$ cat config.mk
export PLATFORM = sky130hd
export DESIGN_NAME = uart_bus_top
export DESIGN_NICKNAME = d
export VERILOG_FILES = /design/src/rtl/uart_pkg.sv /design/src/rtl/uart_rx.sv /design/src/rtl/uart_bus_top.sv
export SDC_FILE = /design/constraint.sdc
export NUM_CORES = 1
export LEC_CHECK = 0
export BUFFER_PORTS_ARGS = -buffer_cell sky130_fd_sc_hd__buf_2
export CORE_UTILIZATION = 52
export CTS_BUF_LIST = sky130_fd_sc_hd__clkbuf_4 sky130_fd_sc_hd__clkbuf_8
export DETAILED_ROUTE_END_ITERATION = 10
export PLACE_DENSITY = 0.77
export SYNTH_ARGS = -nofsm -noshare
export SYNTH_HDL_FRONTEND = slang
export SYNTH_SLANG_ARGS = --single-unit
$ cat constraint.sdc
create_clock -name clk_bus -period 3.3 [get_ports clk_bus]
set_input_delay 0 -clock clk_bus [delete_from_list [all_inputs] [get_ports clk_bus]]
set_output_delay 0 -clock clk_bus [all_outputs]
set_load 0.02 [all_outputs]
$ cat src/rtl/uart_pkg.sv
// Shared definitions for the memory-mapped UART: register offsets, status bit
// positions, FSM state encoding and the baud divider calculation.
package uart_pkg;

    localparam logic [3:0] UART_RECV   = 4'h4;
    localparam logic [3:0] UART_SEND   = 4'h8;
    localparam logic [3:0] UART_STATUS = 4'hC;

    localparam int ST_TX_READY   = 0;
    localparam int ST_RX_VALID   = 1;
    localparam int ST_RX_OVERRUN = 2;

    typedef enum logic [1:0] {
        S_IDLE,
        S_START,
        S_DATA,
        S_STOP
    } uart_state_t;

    function automatic int calc_div(input int clk_freq, input int baud);
        return (clk_freq + baud / 2) / baud;
    endfunction

endpackage

$ cat src/rtl/uart_rx.sv
// 8N1 receiver: 2-FF synchronizer, start-bit glitch rejection, mid-bit sampling,
// one-cycle o_done pulse with the byte on o_data when the stop bit is valid.
module uart_rx
    import uart_pkg::*;
#(
    parameter int DIV = 434
) (
    input  logic       clk_bus,
    input  logic       rst,
    input  logic       i_rxd,
    output logic [7:0] o_data,
    output logic       o_done
);

    localparam int                CNT_W   = $clog2(DIV);
    localparam logic [CNT_W-1:0]  HALF_M1 = CNT_W'(DIV / 2 - 1);
    localparam logic [CNT_W-1:0]  FULL_M1 = CNT_W'(DIV - 1);

    uart_state_t      r_state, w_state_n;
    logic [CNT_W-1:0] r_cnt, w_cnt_n;
    logic [2:0]       r_bit, w_bit_n;
    logic [7:0]       r_shift, w_shift_n;
    logic [1:0]       r_sync;
    logic             r_prev;
    logic             r_done, w_done_n;
    logic             w_line, w_fall, w_tc;

    assign w_line = r_sync[1];
    assign w_fall = r_prev & ~w_line;
    assign w_tc   = (r_cnt == '0);

    always_ff @(posedge clk_bus or posedge rst) begin
        if (rst) begin
            r_sync  <= 2'b11;
            r_prev  <= 1'b1;
            r_state <= S_IDLE;
            r_cnt   <= '0;
            r_bit   <= '0;
            r_shift <= '0;
            r_done  <= 1'b0;
        end else begin
            r_sync  <= {r_sync[0], i_rxd};
            r_prev  <= w_line;
            r_state <= w_state_n;
            r_cnt   <= w_cnt_n;
            r_bit   <= w_bit_n;
            r_shift <= w_shift_n;
            r_done  <= w_done_n;
        end
    end

    always_comb begin
        w_state_n = r_state;
        w_cnt_n   = w_tc ? r_cnt : r_cnt - CNT_W'(1);
        w_bit_n   = r_bit;
        w_shift_n = r_shift;
        w_done_n  = 1'b0;
        case (r_state)
            S_IDLE: begin
                if (w_fall) begin
                    w_state_n = S_START;
                    w_cnt_n   = HALF_M1;
                end
            end
            S_START: begin
                // Line back high at mid-start means it was only a glitch.
                if (w_tc) begin
                    if (w_line) begin
                        w_state_n = S_IDLE;
                    end else begin
                        w_state_n = S_DATA;
                        w_cnt_n   = FULL_M1;
                        w_bit_n   = '0;
                    end
                end
            end
            S_DATA: begin
                if (w_tc) begin
                    w_shift_n = {w_line, r_shift[7:1]};
                    w_cnt_n   = FULL_M1;
                    if (r_bit == 3'd7) begin
                        w_state_n = S_STOP;
                    end else begin
                        w_bit_n = r_bit + 3'd1;
                    end
                end
            end
            S_STOP: begin
                if (w_tc) begin
                    w_state_n = S_IDLE;
                    w_done_n  = w_line;
                end
            end
            default: w_state_n = S_IDLE;
        endcase
    end

    assign o_data = r_shift;
    assign o_done = r_done;

endmodule

$ cat src/rtl/uart_bus_top.sv
// Memory-mapped 8N1 UART: register file, transmitter and baud divider, with the
// receiver in uart_rx. Registers: RECV 0x4, SEND 0x8, STATUS 0xC (W1C).
module uart_bus_top
    import uart_pkg::*;
#(
    parameter int CLK_FREQ = 50_000_000,
    parameter int BAUD     = 115200
) (
    input  logic        clk_bus,
    input  logic        rst,
    input  logic [3:0]  bus_address,
    input  logic [31:0] bus_data_i,
    input  logic        bus_read,
    input  logic        bus_write,
    output logic [31:0] bus_data_o,
    input  logic        rxd,
    output logic        txd
);

    localparam int               DIV     = calc_div(CLK_FREQ, BAUD);
    localparam int               CNT_W   = $clog2(DIV);
    localparam logic [CNT_W-1:0] FULL_M1 = CNT_W'(DIV - 1);

    uart_state_t      r_tx_state, w_tx_state_n;
    logic [CNT_W-1:0] r_tx_cnt, w_tx_cnt_n;
    logic [2:0]       r_tx_bit, w_tx_bit_n;
    logic [7:0]       r_tx_shift, w_tx_shift_n;
    logic             r_txd, w_txd_n;
    logic             w_tx_tc, w_tx_ready, w_send;

    logic [7:0]       r_rx_byte;
    logic             r_rx_valid, r_rx_overrun;
    logic [7:0]       w_rx_data;
    logic             w_rx_done;
    logic             w_status_wr;
    logic             w_unused_bits;

    assign w_tx_tc     = (r_tx_cnt == '0);
    // Ready already in the last stop-bit cycle so back-to-back frames are exactly 10*DIV.
    assign w_tx_ready  = (r_tx_state == S_IDLE) || ((r_tx_state == S_STOP) && w_tx_tc);
    assign w_send      = bus_write && (bus_address == UART_SEND) && w_tx_ready;
    assign w_status_wr = bus_write && (bus_address == UART_STATUS);

    always_ff @(posedge clk_bus or posedge rst) begin
        if (rst) begin
            r_tx_state <= S_IDLE;
            r_tx_cnt   <= '0;
            r_tx_bit   <= '0;
            r_tx_shift <= '0;
            r_txd      <= 1'b1;
        end else begin
            r_tx_state <= w_tx_state_n;
            r_tx_cnt   <= w_tx_cnt_n;
            r_tx_bit   <= w_tx_bit_n;
            r_tx_shift <= w_tx_shift_n;
            r_txd      <= w_txd_n;
        end
    end

    always_comb begin
        w_tx_state_n = r_tx_state;
        w_tx_cnt_n   = w_tx_tc ? r_tx_cnt : r_tx_cnt - CNT_W'(1);
        w_tx_bit_n   = r_tx_bit;
        w_tx_shift_n = r_tx_shift;
        w_txd_n      = r_txd;
        if (w_send) begin
            w_tx_state_n = S_START;
            w_tx_cnt_n   = FULL_M1;
            w_tx_shift_n = bus_data_i[7:0];
            w_txd_n      = 1'b0;
        end else if (w_tx_tc) begin
            case (r_tx_state)
                S_START: begin
                    w_tx_state_n = S_DATA;
                    w_tx_cnt_n   = FULL_M1;
                    w_tx_bit_n   = '0;
                    w_txd_n      = r_tx_shift[0];
                end
                S_DATA: begin
                    w_tx_cnt_n = FULL_M1;
                    if (r_tx_bit == 3'd7) begin
                        w_tx_state_n = S_STOP;
                        w_txd_n      = 1'b1;
                    end else begin
                        w_tx_bit_n   = r_tx_bit + 3'd1;
                        w_tx_shift_n = {1'b0, r_tx_shift[7:1]};
                        w_txd_n      = r_tx_shift[1];
                    end
                end
                S_STOP: begin
                    w_tx_state_n = S_IDLE;
                end
                default: ;
            endcase
        end
    end

    assign txd = r_txd;

    uart_rx #(
        .DIV(DIV)
    ) u_rx (
        .clk_bus(clk_bus),
        .rst    (rst),
        .i_rxd  (rxd),
        .o_data (w_rx_data),
        .o_done (w_rx_done)
    );

    // A completing frame takes priority over a same-cycle W1C clear.
    always_ff @(posedge clk_bus or posedge rst) begin
        if (rst) begin
            r_rx_byte    <= '0;
            r_rx_valid   <= 1'b0;
            r_rx_overrun <= 1'b0;
        end else begin
            if (w_rx_done) begin
                r_rx_byte <= w_rx_data;
            end
            if (w_rx_done) begin
                r_rx_valid <= 1'b1;
            end else if (w_status_wr && bus_data_i[ST_RX_VALID]) begin
                r_rx_valid <= 1'b0;
            end
            if (w_rx_done && r_rx_valid) begin
                r_rx_overrun <= 1'b1;
            end else if (w_status_wr && bus_data_i[ST_RX_OVERRUN]) begin
                r_rx_overrun <= 1'b0;
            end
        end
    end

    always_comb begin
        bus_data_o = '0;
        if (bus_read) begin
            case (bus_address)
                UART_RECV: bus_data_o = {24'b0, r_rx_byte};
                UART_STATUS: begin
                    bus_data_o[ST_TX_READY]   = w_tx_ready;
                    bus_data_o[ST_RX_VALID]   = r_rx_valid;
                    bus_data_o[ST_RX_OVERRUN] = r_rx_overrun;
                end
                default: bus_data_o = '0;
            endcase
        end
    end

    assign w_unused_bits = &{1'b0, bus_data_i[31:8], bus_data_i[0]};

endmodule

==> results.cfg <==
[floorplan]
dieArea_mm2 = 0.00676
io_pins = 74
start_util = 0.552
die_h_um = 82.2
core_mm2 = 0.00606
die_x_um = 82.2
row_count = 28

[clocking]
cts_buffers = 9
cts_max_path_buffers = 2
clock_latency_ps = 350
htree_levels = 3
clock-root-buffer = clkbuf_8
path_clk_slew_ps = 70
cts_tree = built
clock_sinks = 59

[detailed_routing]
vias = 2457
routedWlPerCell_um = 14.2
wl_mm = 6.23
drtIter0Drc = 99
drt-pass1-iter-count = 4
antenna_left = 0
drc_errors = 0
vias_per_cell = 5.60

[cells_and_area]
fin_area_mm2 = 0.00373
final_cell_mix = 55 x dfrtp_1, 33 x mux2_2, 25 x buf_2
fillers = 472
drive_above_1_share = 0.253
multi_input_area_mm2 = 0.00166
nets = 413
final_common_cell = dfrtp_1
antenna_cells = 0
fin_util = 0.616
seq_area_mm2 = 0.00148
syn_to_final_growth_pct = 11.6

[worst_setup_path]
end_kind = flop
crit_fanout = 12
crit_type = reg -> reg
required_ps = 3520
cp-start-kind = flop
critPathArrivalTime_ps = 2910

[synthesis]
synthArstFlopShare = 1.00
syn_inst = 322
synth_top_area_cell = dfrtp_1
yosys_register_bits = 59
synth-edff-count = 0
netlist-cell-type-count = 53
yosysSeqAreaShare = 0.443
synth_top_area_frac = 0.411
ys.warnings.count = 0
synth_area_mm2 = 0.00335
ys_top_cells_by_area = dfrtp_1 41%, mux2_2 11%, buf_4 5.4%
avgSynthCellArea_um2 = 10.4
synth_ff_type = dfrtp_1

[timing]
grt_setup_unrepaired = no
finalHoldViolCount = 0
finalCriticalPeriod_ps = 2700
setup_viol = 0
fin_skew_ps = 8.76
drv_slew = 0
max-slew-margin-rel = 0.572
setup_ws_ps = 602
fin_tns_setup_ps = 0
period_share = 0.818
tightest_slew_ps = 637
fmax_mhz = 371

[power]
powerDensity_mw_per_mm2 = 506
ir_drop_uv = 429
leakage_nw = 1.76

[placement]
hpwl_mm = 4.35
port_buffers = 25
globalplace.congestion = 0.874
dp_slack_ps = 602
dpl_cell_area_mm2 = 0.00346

[min_path]
min_path_type = in -> reg

[grt]
grt_pass1_vias = 2403
grt_pass1_wl_mm = 10.7
grt-ovfl-total = 0
antenna_found_initial = 0
grt_start_max_net_pins = 32
grt_usage = 0.210

[run_status]
outcome = completed

[job]
drv_cap = 0
-- layer usage --
layer,track usage,share of wire,up-vias,routed length [um]
li1,-,-,1191,-
met1,0.260,0.44,1194,2730
met2,0.341,0.50,66,3110
met3,0.0604,0.053,6,330
met4,0.0912,0.0088,0,55
met5,0,0,-,0
-- cell usage after synthesis (3+ instances only) --
cell type,instances
nor2_1,23
mux2i_1,3
a21oi_1,11
mux2_2,33
clkbuf_1,10
a22o_1,5
nor3b_1,3
o311ai_0,3
nor3_1,6
inv_1,16
nand2b_1,6
and2_1,8
nor4_1,5
a2111oi_0,4
or2_2,3
dfstp_2,4
ha_1,13
xnor2_1,5
nand2_1,14
buf_4,24
or4_1,6
dfrtp_1,55
nand3_1,7
buf_2,3
o31ai_1,3
a31oi_1,3
or3_1,5
o21ai_0,11
-- per-stage QoR --
| step | hold slack, ps | std cells | power, mW |
|---|---|---|---|
| final | 95.4 | 439 | 1.89 |
| after global routing | 125 | 439 | 2.02 |
| after CTS | 88.8 | 439 | 1.91 |
| after detailed placement | 109 | 413 | 1.31 |
| after global placement | 107 | 413 | 1.29 |
| after floorplan | 4.48 | 345 | 1.24 |
-- final timing paths --
check                                     from        endpoint  slack [ps]  cells past startpoint
max in group asynchronous                  rst             txd        2180                      4
worst min register to register  u_rx.r_sync[0]  u_rx.r_sync[1]         370                      0
worst max register to register   u_rx.r_cnt[0]   u_rx.r_cnt[0]         600                     10
min in group asynchronous                  rst   u_rx.r_bit[2]         280                      3
worst min-delay path            bus_address[2]      r_rx_valid         100                      5
worst max-delay path             u_rx.r_cnt[0]   u_rx.r_cnt[0]         600                     10
-- worst max-delay path, stage by stage, from the launching register on --
cell and delay [ps]:
dfrtp_1 400, inv_1 110, ha_1 150, nor4b_1 220, buf_4 210, and2_1 370, inv_1 190, ha_1 340
inv_1 60, a31oi_1 70, mux4_2 460
-- cells by family after synthesis --
| kind of cell | synth area share |
|---|---|
| compound gates | 0.116 |
| simple gates | 0.165 |
| flops | 0.443 |
| xor+xnor | 0.0131 |
| mux | 0.127 |
| other cells | 0.00112 |
| buf+inv | 0.0875 |
| fa+ha+maj | 0.0486 |
-- state kept, by name, summed over array words and instances (netlist names), 2 cells and up, named ones only --
register	cells
r_tx_bit	3
r_tx_shift	8
u_rx.r_cnt	9
u_rx.o_data	8
u_rx.r_bit	3
r_tx_state	2
u_rx.r_sync	2
r_tx_cnt	9
r_rx_byte	8
-- power by group --
part	total (mW)	leakage [nW]	switching (mW)	internal, mW
combinational	0.370	0.924	0.192	0.178
sequential	0.942	0.745	0.129	0.813
clock	0.579	0.0900	0.303	0.276
-- layout make-up --
class,instances,share of cell area
clock inverter,7,0.0141
sequential,59,0.397
multi-input combinational,233,0.444
clock buffer,9,0.0332
inverter,16,0.0161
timing repair buffer,40,0.0704
tap,75,0.0251
-- repair_timing --
item,4_1_cts,5_1_grt
hold buffers,10,0
buffers inserted,0,0
resized for setup,0,0
hold endpoints to repair,38,0
(Power assumes the default switching activity.)
